<file path="config.mk">
export PLATFORM = sky130hd
export DESIGN_NAME = axilite_mem_backend
export DESIGN_NICKNAME = d
export VERILOG_FILES = /design/src/rtl/axilite_mem_backend.sv
export SDC_FILE = /design/constraint.sdc
export NUM_CORES = 1
export LEC_CHECK = 0
export BUFFER_PORTS_ARGS = -buffer_cell sky130_fd_sc_hd__buf_2
export CORE_MARGIN = 2
export CORE_UTILIZATION = 54
export DETAILED_ROUTE_END_ITERATION = 16
export PLACE_DENSITY = 0.84
export RECOVER_POWER = 50
export REMOVE_ABC_BUFFERS = 1
export SYNTH_ARGS = -nofsm -noshare
export SYNTH_HDL_FRONTEND = slang
export SYNTH_SLANG_ARGS = --single-unit
</file>
<file path="constraint.sdc">
create_clock -name aclk -period 3 [get_ports aclk]
set_clock_uncertainty 0.15 [all_clocks]
set_input_delay 0 -clock aclk [delete_from_list [all_inputs] [get_ports aclk]]
set_output_delay 0 -clock aclk [all_outputs]
set_load 0.02 [all_outputs]
</file>
<file path="src/rtl/axilite_mem_backend.sv">
// Word-addressed register memory behind the AXI-lite slave: independent write and read
// engines with programmable ack latency, byte strobes and out-of-range error flags.
module axilite_mem_backend #(
  parameter int                ADDR_W         = 32,
  parameter int                DATA_W         = 64,
  parameter logic [ADDR_W-1:0] MEM_ADDR_START = 'h10000000,
  parameter int                MEM_ADDR_RANGE = 5,
  parameter int                W_LATENCY      = 1,
  parameter int                R_LATENCY      = 2
) (
  input  logic                aclk,
  input  logic                aresetn,
  input  logic                mem_w_req,
  input  logic [ADDR_W-1:0]   mem_w_addr,
  input  logic [DATA_W-1:0]   mem_w_data,
  input  logic [DATA_W/8-1:0] mem_w_strb,
  output logic                mem_w_ack,
  output logic                mem_w_err,
  input  logic                mem_r_req,
  input  logic [ADDR_W-1:0]   mem_r_addr,
  output logic                mem_r_ack,
  output logic [DATA_W-1:0]   mem_r_data,
  output logic                mem_r_err
);
  localparam int STRB_W = DATA_W / 8;
  localparam int OFF_W  = $clog2(STRB_W);
  localparam int IDX_W  = (MEM_ADDR_RANGE > 1) ? $clog2(MEM_ADDR_RANGE) : 1;
  localparam logic [3:0] W_CNT_INIT = 4'(W_LATENCY - 1);
  localparam logic [3:0] R_CNT_INIT = 4'(R_LATENCY - 1);

  if (W_LATENCY < 1 || W_LATENCY > 15) begin : g_bad_w_latency
    $error("W_LATENCY must be within 1..15");
  end
  if (R_LATENCY < 1 || R_LATENCY > 15) begin : g_bad_r_latency
    $error("R_LATENCY must be within 1..15");
  end
  if (DATA_W % 8 != 0 || MEM_ADDR_RANGE < 1) begin : g_bad_geometry
    $error("DATA_W must be a multiple of 8 and MEM_ADDR_RANGE >= 1");
  end

  typedef enum logic [1:0] {S_IDLE, S_WAIT, S_ACK} state_t;

  // Offset is taken modulo 2^ADDR_W, so addresses below the base wrap high and fail the idx test too.
  function automatic logic f_in_range(input logic [ADDR_W-1:0] addr);
    logic [ADDR_W-1:0] off;
    off = addr - MEM_ADDR_START;
    return (addr >= MEM_ADDR_START) && ((off >> OFF_W) < ADDR_W'(MEM_ADDR_RANGE));
  endfunction

  function automatic logic [IDX_W-1:0] f_idx(input logic [ADDR_W-1:0] addr);
    return IDX_W'((addr - MEM_ADDR_START) >> OFF_W);
  endfunction

  logic [DATA_W-1:0] r_mem [MEM_ADDR_RANGE];

  // ---------------- write engine ----------------
  state_t              r_w_state, w_w_state_next;
  logic [3:0]          r_w_cnt;
  logic [ADDR_W-1:0]   r_w_addr, w_w_addr;
  logic [DATA_W-1:0]   r_w_data, w_w_data;
  logic [STRB_W-1:0]   r_w_strb, w_w_strb;
  logic                r_w_ack, r_w_err, w_w_go, w_w_inr;
  logic [IDX_W-1:0]    w_w_idx;

  always_ff @(posedge aclk or negedge aresetn) begin
    if (!aresetn) begin
      r_w_state <= S_IDLE;
      r_w_cnt   <= '0;
      r_w_addr  <= '0;
      r_w_data  <= '0;
      r_w_strb  <= '0;
      r_w_ack   <= 1'b0;
      r_w_err   <= 1'b0;
    end else begin
      r_w_state <= w_w_state_next;
      if (r_w_state == S_IDLE && mem_w_req) begin
        r_w_cnt  <= W_CNT_INIT;
        r_w_addr <= mem_w_addr;
        r_w_data <= mem_w_data;
        r_w_strb <= mem_w_strb;
      end else if (r_w_state == S_WAIT) begin
        r_w_cnt <= r_w_cnt - 4'd1;
      end
      r_w_ack <= (w_w_state_next == S_ACK);
      if (w_w_go)                           r_w_err <= !w_w_inr;
      else if (w_w_state_next == S_IDLE)    r_w_err <= 1'b0;
    end
  end

  always_comb begin
    w_w_state_next = r_w_state;
    case (r_w_state)
      S_IDLE:  if (mem_w_req) w_w_state_next = (W_LATENCY == 1) ? S_ACK : S_WAIT;
      S_WAIT:  if (r_w_cnt == 4'd1) w_w_state_next = S_ACK;
      S_ACK:   if (!mem_w_req) w_w_state_next = S_IDLE;
      default: w_w_state_next = S_IDLE;
    endcase
  end

  // With unit latency the commit happens on the sample edge, so use the live inputs there.
  always_comb begin
    w_w_go   = (r_w_state == S_IDLE && mem_w_req && W_LATENCY == 1) ||
               (r_w_state == S_WAIT && r_w_cnt == 4'd1);
    w_w_addr = (r_w_state == S_IDLE) ? mem_w_addr : r_w_addr;
    w_w_data = (r_w_state == S_IDLE) ? mem_w_data : r_w_data;
    w_w_strb = (r_w_state == S_IDLE) ? mem_w_strb : r_w_strb;
    w_w_inr  = f_in_range(w_w_addr);
    w_w_idx  = f_idx(w_w_addr);
  end

  // ---------------- read engine ----------------
  state_t              r_r_state, w_r_state_next;
  logic [3:0]          r_r_cnt;
  logic [ADDR_W-1:0]   r_r_addr, w_r_addr;
  logic [DATA_W-1:0]   r_r_data;
  logic                r_r_ack, r_r_err, w_r_go, w_r_inr;
  logic [IDX_W-1:0]    w_r_idx;

  always_ff @(posedge aclk or negedge aresetn) begin
    if (!aresetn) begin
      r_r_state <= S_IDLE;
      r_r_cnt   <= '0;
      r_r_addr  <= '0;
      r_r_data  <= '0;
      r_r_ack   <= 1'b0;
      r_r_err   <= 1'b0;
    end else begin
      r_r_state <= w_r_state_next;
      if (r_r_state == S_IDLE && mem_r_req) begin
        r_r_cnt  <= R_CNT_INIT;
        r_r_addr <= mem_r_addr;
      end else if (r_r_state == S_WAIT) begin
        r_r_cnt <= r_r_cnt - 4'd1;
      end
      r_r_ack <= (w_r_state_next == S_ACK);
      if (w_r_go) begin
        r_r_err  <= !w_r_inr;
        r_r_data <= w_r_inr ? r_mem[w_r_idx] : '0;
      end else if (w_r_state_next == S_IDLE) begin
        r_r_err <= 1'b0;
      end
    end
  end

  always_comb begin
    w_r_state_next = r_r_state;
    case (r_r_state)
      S_IDLE:  if (mem_r_req) w_r_state_next = (R_LATENCY == 1) ? S_ACK : S_WAIT;
      S_WAIT:  if (r_r_cnt == 4'd1) w_r_state_next = S_ACK;
      S_ACK:   if (!mem_r_req) w_r_state_next = S_IDLE;
      default: w_r_state_next = S_IDLE;
    endcase
  end

  always_comb begin
    w_r_go   = (r_r_state == S_IDLE && mem_r_req && R_LATENCY == 1) ||
               (r_r_state == S_WAIT && r_r_cnt == 4'd1);
    w_r_addr = (r_r_state == S_IDLE) ? mem_r_addr : r_r_addr;
    w_r_inr  = f_in_range(w_r_addr);
    w_r_idx  = f_idx(w_r_addr);
  end

  // ---------------- storage: read capture above sees the pre-commit value ----------------
  for (genvar gi = 0; gi < MEM_ADDR_RANGE; gi++) begin : g_word
    always_ff @(posedge aclk or negedge aresetn) begin
      if (!aresetn) begin
        r_mem[gi] <= '0;
      end else if (w_w_go && w_w_inr && w_w_idx == IDX_W'(gi)) begin
        for (int b = 0; b < STRB_W; b++) begin
          if (w_w_strb[b]) r_mem[gi][8*b +: 8] <= w_w_data[8*b +: 8];
        end
      end
    end
  end

  assign mem_w_ack  = r_w_ack;
  assign mem_w_err  = r_w_err;
  assign mem_r_ack  = r_r_ack;
  assign mem_r_err  = r_r_err;
  assign mem_r_data = r_r_data;

endmodule

</file>
[After elaboration in Yosys (flattened, before gate mapping)]
Cells that the tools add are included.
Widths: inputs -> output; s select.
Cells by class
  mux-type cells: 24
  $lt $le $gt $ge: 5
  equality and inequality tests: 12
  shifts and indexed selects: 0
  $add $sub $neg: 4
  bitwise operators: 1
  reduce and logical (&&, ||, !) cells: 64
  multipliers: 0
  div/mod/pow operators: 0
Operators with widths (count)
  $mux 64: 4
  $bmux 64 s3: 1
  $reduce_and 2->1: 40
  $ge 32x29->1 const B: 2
  $mux 32: 2
  $sub 32x29->32 const B: 2
  $lt 29x3->1 const B: 2
  $mux 4: 4
  $logic_and 1x1->1: 12
  $mux 2: 6
  $pmux 2 s3: 2
  $eq 2x2->1 const B: 4
  $eq 4x1->1 const B: 2
  $logic_not 2->1: 4
  $mux 8: 1
  $reduce_bool 2->1: 4
  $sub 4x1->4 const B: 2
  $eq 3x2->1 const B: 2
  $eq 2x1->1 const B: 2
  $ge 4x4->1 const B: 1
  $mux 1: 4
  $not 3->4: 1
  $eq 3x1->1 const B: 1
  $eq 3x3->1 const B: 1
  other kinds (3): 4
Word-level totals
  bits in read-only memories: 0
  output and inout bits: 68
  register bits after elaboration: 536
  memories: 0
  latch bits: 0
  RAM bits: 0

[Depth between registers and ports, before layout]
Gate-level depths: netlist of the first run.
  depth in word-level cells: 8
  gate-level depth with buffers: 9
  mapped depth without buffers: 7

[Worst setup path after synthesis of the first run]
No wires, ideal clock.
  kind: register -> register
  start point: reg r_w_state[0]
  end point: reg r_mem[10] (netlist bit)
  required time: 2.725 ns
  clock period less this slack: 2.873 ns
  arrival: 2.598 ns
  slack: 0.127 ns
  setup time: 0.125 ns
  stages on the path, launching flop included: 8
  buffers on the path: 2
  path through: dfrtp_1 -> nor2_1 -> mux2_2 -> a221o_1 -> clkbuf_1 -> buf_4 -> nor4b_4 -> mux2_2
On the way
  word-level cells in the longest chain between the ends: 8
Ends and longest elaborated chain
  from (decl): line 57  | state_t r_w_state, w_w_state_next;
  from (signal assigned): line 75  | r_w_state <= w_w_state_next;
  $logic_not 2->1
  $mux 32: line 104  | w_w_addr = (r_w_state == S_IDLE) ? mem_w_addr : r_w_addr;
  $sub 32x29->32: line 51  | return IDX_W'((addr - MEM_ADDR_START) >> OFF_W);
  $lt 29x3->1: line 47  | return (addr >= MEM_ADDR_START) && ((off >> OFF_W) < ADDR_W'(MEM_ADDR_RANGE));
  $logic_and 1x1->1: line 47
  $logic_and 1x1->1 (2 in series): line 168  | end else if (w_w_go && w_w_inr && w_w_idx == IDX_W'(gi)) begin
  $reduce_and 2->1 (no source line)
  to (signal, indexed assignment): line 170  | if (w_w_strb[b]) r_mem[gi][8*b +: 8] <= w_w_data[8*b +: 8];
  to (decl): line 54  | logic [DATA_W-1:0] r_mem [MEM_ADDR_RANGE];
Parallel ways exist; a longest one is shown, timed or not.
A chain may end at the register's enable or synchronous reset.

[Final worst setup path of the first run]
  start point: reg r_r_cnt[1]
  end point: reg r_r_data[43] (netlist: mem_r_data[43])
On the way
  word-level cells in the longest chain between the ends: 2
Ends and longest elaborated chain
  from (decl): line 113  | logic [3:0] r_r_cnt;
  from (signal assigned): line 133  | r_r_cnt <= r_r_cnt - 4'd1;
  $eq 4x1->1: line 157  | (r_r_state == S_WAIT && r_r_cnt == 4'd1);
  $logic_and 1x1->1: line 157
  to (signal assigned): line 138  | r_r_data <= w_r_inr ? r_mem[w_r_idx] : '0;
  to (decl): line 115  | logic [DATA_W-1:0] r_r_data;
Every way passes these cells.

==> results of run 1 <==
## layout by cell type (no fill, tap or decap), drive strengths merged, types with 8 or more instances in the layout
master	instances
dfrtp	533
mux2	519
nand2	477
dlygate4sd3	324
buf	238
clkbuf	148
o21ai	84
a222oi	63
nor3	36
nand3	35
nor4	20
clkinv	15
nor2	12
inv	10
nor4b	8
bufinv	8
## state kept, by name, summed over array words and instances (netlist names), 2 cells and up
signal	cells
mem_r_data	64
r_w_cnt	4
r_w_strb	8
r_r_addr	32
r_mem	320
r_w_state	2
r_w_data	64
r_r_state	2
r_w_addr	29
r_r_cnt	4
## metal layers
metal / track usage, % / vias up / share of wire [%]
li1: - / 8145 / -
met3: 7.89 / 434 / 8.1
met4: 20.2 / 8 / 7.0
met5: 0.521 / - / 0.067
met2: 55.4 / 1175 / 48
met1: 40.1 / 9818 / 36
## cells by family (layout without fill, tap and decap cells)
logic type	after synthesis	count (layout)	share of synthesized area [%]
and+or+nand+nor	620	620	12.5
DFF	533	533	55.8
muxes	524	524	24.7
AOI/OAI and AO/OA	164	165	4.94
buffers and inverters	111	747	1.79
adders and majority gates	4	4	0.210
other	0	6	0
## worst reg2reg max path, stage by stage (launching register included)
cell and delay, ns:
dfrtp_1 0.41, inv_1 0.11, ha_1 0.16, nor3b_1 0.58
nand2_4 0.16, nor3_1 0.36, o211ai_1 0.22, buf_4 0.35
o21ai_1 0.49
## power groups by stage
stage | combinational [mW] | clock [mW] | sequential [mW]
after floorplan | 1.70 | 0 | 8.02
after global placement | 3.40 | 0 | 8.01
after detailed placement | 3.51 | 0 | 8.04
after CTS | 4.21 | 7.35 | 7.92
after global routing | 4.87 | 7.74 | 8.08
final | 4.66 | 7.39 | 8.07
## area by class of cell
class / instances / share of cell area [%]
timing repair buffer: 637 / 16.9
inverter: 9 / 0.107
clock inverter: 28 / 1.13
clock buffer: 73 / 4.97
antenna: 6 / 0.0474
sequential: 533 / 42.1
multi-input combinational: 1313 / 32.4
tap: 592 / 2.34
## final timing paths
path | cells after the start | end | from
hold reg to reg | 2 | r_w_strb[2] | r_w_strb[2]
setup / recovery | 8 | mem_r_data[43] | r_r_cnt[1]
hold / removal | 4 | r_w_data[57] | mem_w_data[57]
max in group asynchronous | 4 | r_r_addr[14] | aresetn
setup reg to reg | 8 | mem_r_data[43] | r_r_cnt[1]
min in group asynchronous | 3 | r_r_addr[11] | aresetn
## what timing repair did
item,4_1_cts,5_1_grt
cloned,0,5
endpoints found under the setup margin,1,349
hold buffers,325,0
gates resized for setup,2,25
buffers inserted,0,8
endpoints found under the hold margin,926,0
pin swaps,1,6
==> metrics.txt, run 1 <==
core box area=43,900 sq um; failing checks=negative setup slack; hold_ws=0.0194 ns; initial antenna violation count=10; total negative setup slack=-0.251 ns; EDFF count, synth=0; relative slew slack=3.36%; nets=2,692; arrival time worst endpoint=3.44 ns; critical path's largest stage delay=0.58 ns; Seq/Total Area, Yosys=55.8%; H-tree depth=2; Max-Cap Viols=0; Non-Filler Instances=3,191; I/O pin total=208; FF/Latch Area=13,300 sq um; clk slew on worst S/H paths=0.08 ns; Wirelength per Cell=24.6 microns; pre-CTS WS=0.0106 ns; worst skew pair latency=0.63 ns; Final Max Slew Viols=0; clk sinks=533; Multi-input gate area=10,300 sq um; Setup violations, final=3; Peak VDD IR=0.000566 V; CP Class=reg -> reg; area leader, netlist=dfrtp_1; proportion of power drawn by combinational gates=23.2%; critical path's slowest cell=nor3b_1; most frequent cell after synthesis=dfrtp_1; Root Buffer=clkbuf_16; Final Util=72.1%; maximum fanout along the worst path=37; Routed WL=78,600 microns; CP Buf/Inv Count=2; Overflow after GRT=0; Tmin final=3.13 ns; static leakage=15.4 nW; placed cells=2,747; Pint=13.8 mW; worst slew pin tran=1.45 ns; outcome=finished with violations; Clk pwr share=36.7%; PD cells=635 nW/um^2; vias in the first global route=20,700; worst setup margin=-0.128 ns; main flop type after synthesis=dfrtp_1; initial core utilization=54.4%; Commonest cells post-synth=533 x dfrtp_1, 516 x mux2_2, 476 x nand2_1; worst path cell trace=inv_1 > ha_1 > nor3b_1 > nand2_4 > nor3_1 > o211ai_1 > buf_4 > o21ai_1; vias post-DR=19,600; Area Growth Syn to Fin=32.6%; final hold violations=0; top cell type's share of synthesized area=55.8%; share of layout cells above drive strength 1=35.5%; DP Area=26,300 sq um; Worst EP required=3.31 ns; CTS tree=built; First-pass DRT Iterations=8; Crit. End Element=flip-flop; total track usage=33.5%; post-DR vias/cell=6.14; post-detail-place hpwl=37,600 microns; fill cell count=2,791; mapped cell area=23,900 sq um; Async SR Flop Fraction=100%; IO Port Bufs=204; FF+latch count, synth=533; CTS Buf Count=54; Yosys Warn Count=0; Yosys cell types=48; synthesized area per cell=12.2 sq um; initial drt markers=2,285; Sw Share=31.6%; Max clock buf depth=3; DRC viols=0; CP delay by family, top=simple AND/OR/NAND/NOR gates; P_sw=6.36 mW; Max Freq=0.320 GHz; Tot Pwr=20.1 mW; Final period util=104%; Hold Path Class=in -> reg; Chip Width=214 microns; first-pass GRT wire length=119,000 microns; synth top area cells=dfrtp_1 56%, mux2_2 24%, nand2_1 7.5%; design area=31,700 sq um; die height=214 microns; routability cong.=0.811; Gate Count Post-Synth=1,956; pin count of the biggest net entering global routing=93; number of routed nets with antenna violations=0; die area=45,900 sq um; Startpoint Class=flip-flop; sequential share of power=40.1%; std cell rows=77; R2R Setup Slk=-0.13 ns
No activity file was read; power rests on OpenSTA's default activity.
==> run 2, diff against run 1 <==
--- a/config.mk
+++ b/config.mk
@@ -7,9 +7,10 @@
 export LEC_CHECK = 0
 export BUFFER_PORTS_ARGS = -buffer_cell sky130_fd_sc_hd__buf_2
 export CORE_MARGIN = 2
-export CORE_UTILIZATION = 54
+export CORE_UTILIZATION = 56
+export CTS_BUF_LIST = sky130_fd_sc_hd__clkbuf_8
 export DETAILED_ROUTE_END_ITERATION = 16
-export PLACE_DENSITY = 0.84
+export PLACE_DENSITY = 0.87
 export RECOVER_POWER = 50
 export REMOVE_ABC_BUFFERS = 1
 export SYNTH_ARGS = -nofsm -noshare
==> run 2 against run 1 <==
The flow now finishes without violations. Largest cell class unchanged. Power shrank 3.5%. Sequential power is essentially flat. Setup slack gained 0.15 ns. Non-clock buffer count grew 37. Sequential share of layout area shrank 0.14 points. Highest routed layer unchanged. Flip-flop and latch count is the same. Cell area grew 0.34%. Critical path type unchanged. Count of clock-buffer cells in the layout grew 47. Die area shrank 3.5%. Clock power shrank 9.6%. Combinational power is essentially flat. Via count grew 1.3%.
==> metrics.txt, run 2 (synthesized netlist as in run 1, its figures left out) <==
commonest non-fill, non-tap cell in the layout=dfrtp_1; clk slew on worst S/H paths=0.06 ns; CP Class=reg -> reg; Pint=13.1 mW; relative slew slack=7.36%; worst skew pair latency=0.66 ns; first-pass GRT wire length=120,000 microns; share of layout cells above drive strength 1=35.4%; Crit. End Element=flip-flop; die area=44,300 sq um; Largest Register=r_mem; Final Max Slew Viols=0; Area Growth Syn to Fin=33.0%; DP Area=26,200 sq um; initial antenna violation count=9; die height=211 microns; Routed WL=78,300 microns; Setup violations, final=0; First-pass DRT Iterations=9; placed cells=2,692; CTS tree=built; commonest cells after routing, fill and taps aside=531 x dfrtp_1, 516 x mux2_2, 474 x nand2_1; Sw Share=32.6%; Hold Path Class=in -> reg; Startpoint Class=flip-flop; Final period util=99.3%; initial core utilization=56.8%; Tmin final=2.98 ns; max reg flops=320; final hold violations=0; pin count of the biggest net entering global routing=88; P_sw=6.33 mW; routability cong.=0.844; Worst EP required=3.36 ns; Chip Width=211 microns; Root Buffer=clkbuf_8; post-DR vias/cell=6.14; total negative setup slack=0 ns; Max clock buf depth=3; Final Util=75.6%; Max Freq=0.336 GHz; arrival time worst endpoint=3.34 ns; Wirelength per Cell=24.2 microns; clk sinks=533; total track usage=35.3%; proportion of power drawn by combinational gates=24.1%; vias in the first global route=21,700; IO Port Bufs=204; post-detail-place hpwl=38,000 microns; fill cell count=2,419; maximum fanout along the worst path=17; initial drt markers=2,381; Clk pwr share=34.4%; Overflow after GRT=0; worst slew pin tran=1.39 ns; PD cells=611 nW/um^2; number of routed nets with antenna violations=0; design area=31,800 sq um; Non-Filler Instances=3,231; H-tree depth=3; DRC viols=0; outcome=completed; Peak VDD IR=0.000571 V; Max-Cap Viols=0; static leakage=15.6 nW; nets=2,761; CTS Buf Count=87; core box area=42,000 sq um; vias post-DR=19,800; sequential share of power=41.5%; std cell rows=75; I/O pin total=208
## run 2: cell count changes in the layout (fill, tap and decap cells not counted), moves of 6 or more
| cell | delta |
|---|---|
| clkbuf_16 | -57 |
| dlygate4sd3_1 | +39 |
| bufinv_16 | -7 |
| inv_1 | +27 |
| clkinv_2 | -7 |
| clkbuf_8 | +107 |
| buf_6 | -6 |
## run 2: critical path, cell delays in order (launching register included)
cell and delay, ns:
dfrtp_2 0.44, or4_1 0.57, o31a_1 0.16, a221o_4 0.46, buf_12 0.19, nor4b_4 0.30
buf_4 0.23, mux2_2 0.35
## run 2: area by class of cell
class | count | area (sq um) | area share, %
diodes | 6 | 15.0 | 0.0472
well taps | 539 | 674 | 2.12
repair buffers | 674 | 5610 | 17.7
clock buffers | 120 | 1650 | 5.20
inverters | 9 | 33.8 | 0.106
clock inverters | 38 | 190 | 0.598
flip-flops and latches | 533 | 13300 | 42.0
multi-input cells | 1312 | 10300 | 32.3
## run 2: final timing paths
check | endpoint | slack (ns) | start | cells past startpoint
setup / recovery | r_mem[16] | 0.02 | r_w_state[0] | 7
hold / removal | r_w_strb[7] | 0.04 | mem_w_strb[7] | 4
setup reg to reg | r_mem[16] | 0.02 | r_w_state[0] | 7
hold reg to reg | r_w_data[27] | 0.32 | r_w_data[27] | 2
max in group asynchronous | r_w_addr[16] | 0.40 | aresetn | 4
min in group asynchronous | r_r_addr[14] | 0.59 | aresetn | 3
## run 2: power by group through the flow
stage	combinational [mW]	sequential [mW]	clock [mW]
floorplan	1.70	8.02	0
global placement	3.36	8.01	0
detailed placement	3.51	8.05	0
CTS	4.24	7.93	6.63
global route	4.91	8.08	7.08
finish	4.69	8.06	6.68
## run 2: per-stage QoR
stage / hold WS [ns] / setup WS (ns) / power (mW)
final: 0.0416 / 0.0199 / 19.4
after global routing: 0.0321 / -0.0212 / 20.1
after floorplan: -0.446 / -5.98 / 9.72
after detailed placement: -0.0788 / 0.00708 / 11.6
after global placement: -0.0878 / 0.0346 / 11.4
after CTS: 0.000823 / 0.000414 / 18.8
## run 2: repair_timing
action / CTS / global route
endpoints found under the setup margin: 0 / 358
hold buffers: 365 / 0
hold endpoints to repair: 1000 / 0
gates resized for setup: 0 / 24
buffers inserted: 0 / 9
## run 2: per-layer routing
| layer | wire [microns] | share of wire, % | GRT usage, % | up-vias |
|---|---|---|---|---|
| met3 | 6250 | 8.0 | 8.60 | 453 |
| met2 | 38600 | 49 | 58.3 | 1187 |
| met5 | 60 | 0.077 | 0.111 | - |
| met4 | 5100 | 6.5 | 23.1 | 10 |
| met1 | 28400 | 36 | 41.3 | 9915 |
| li1 | - | - | - | 8276 |
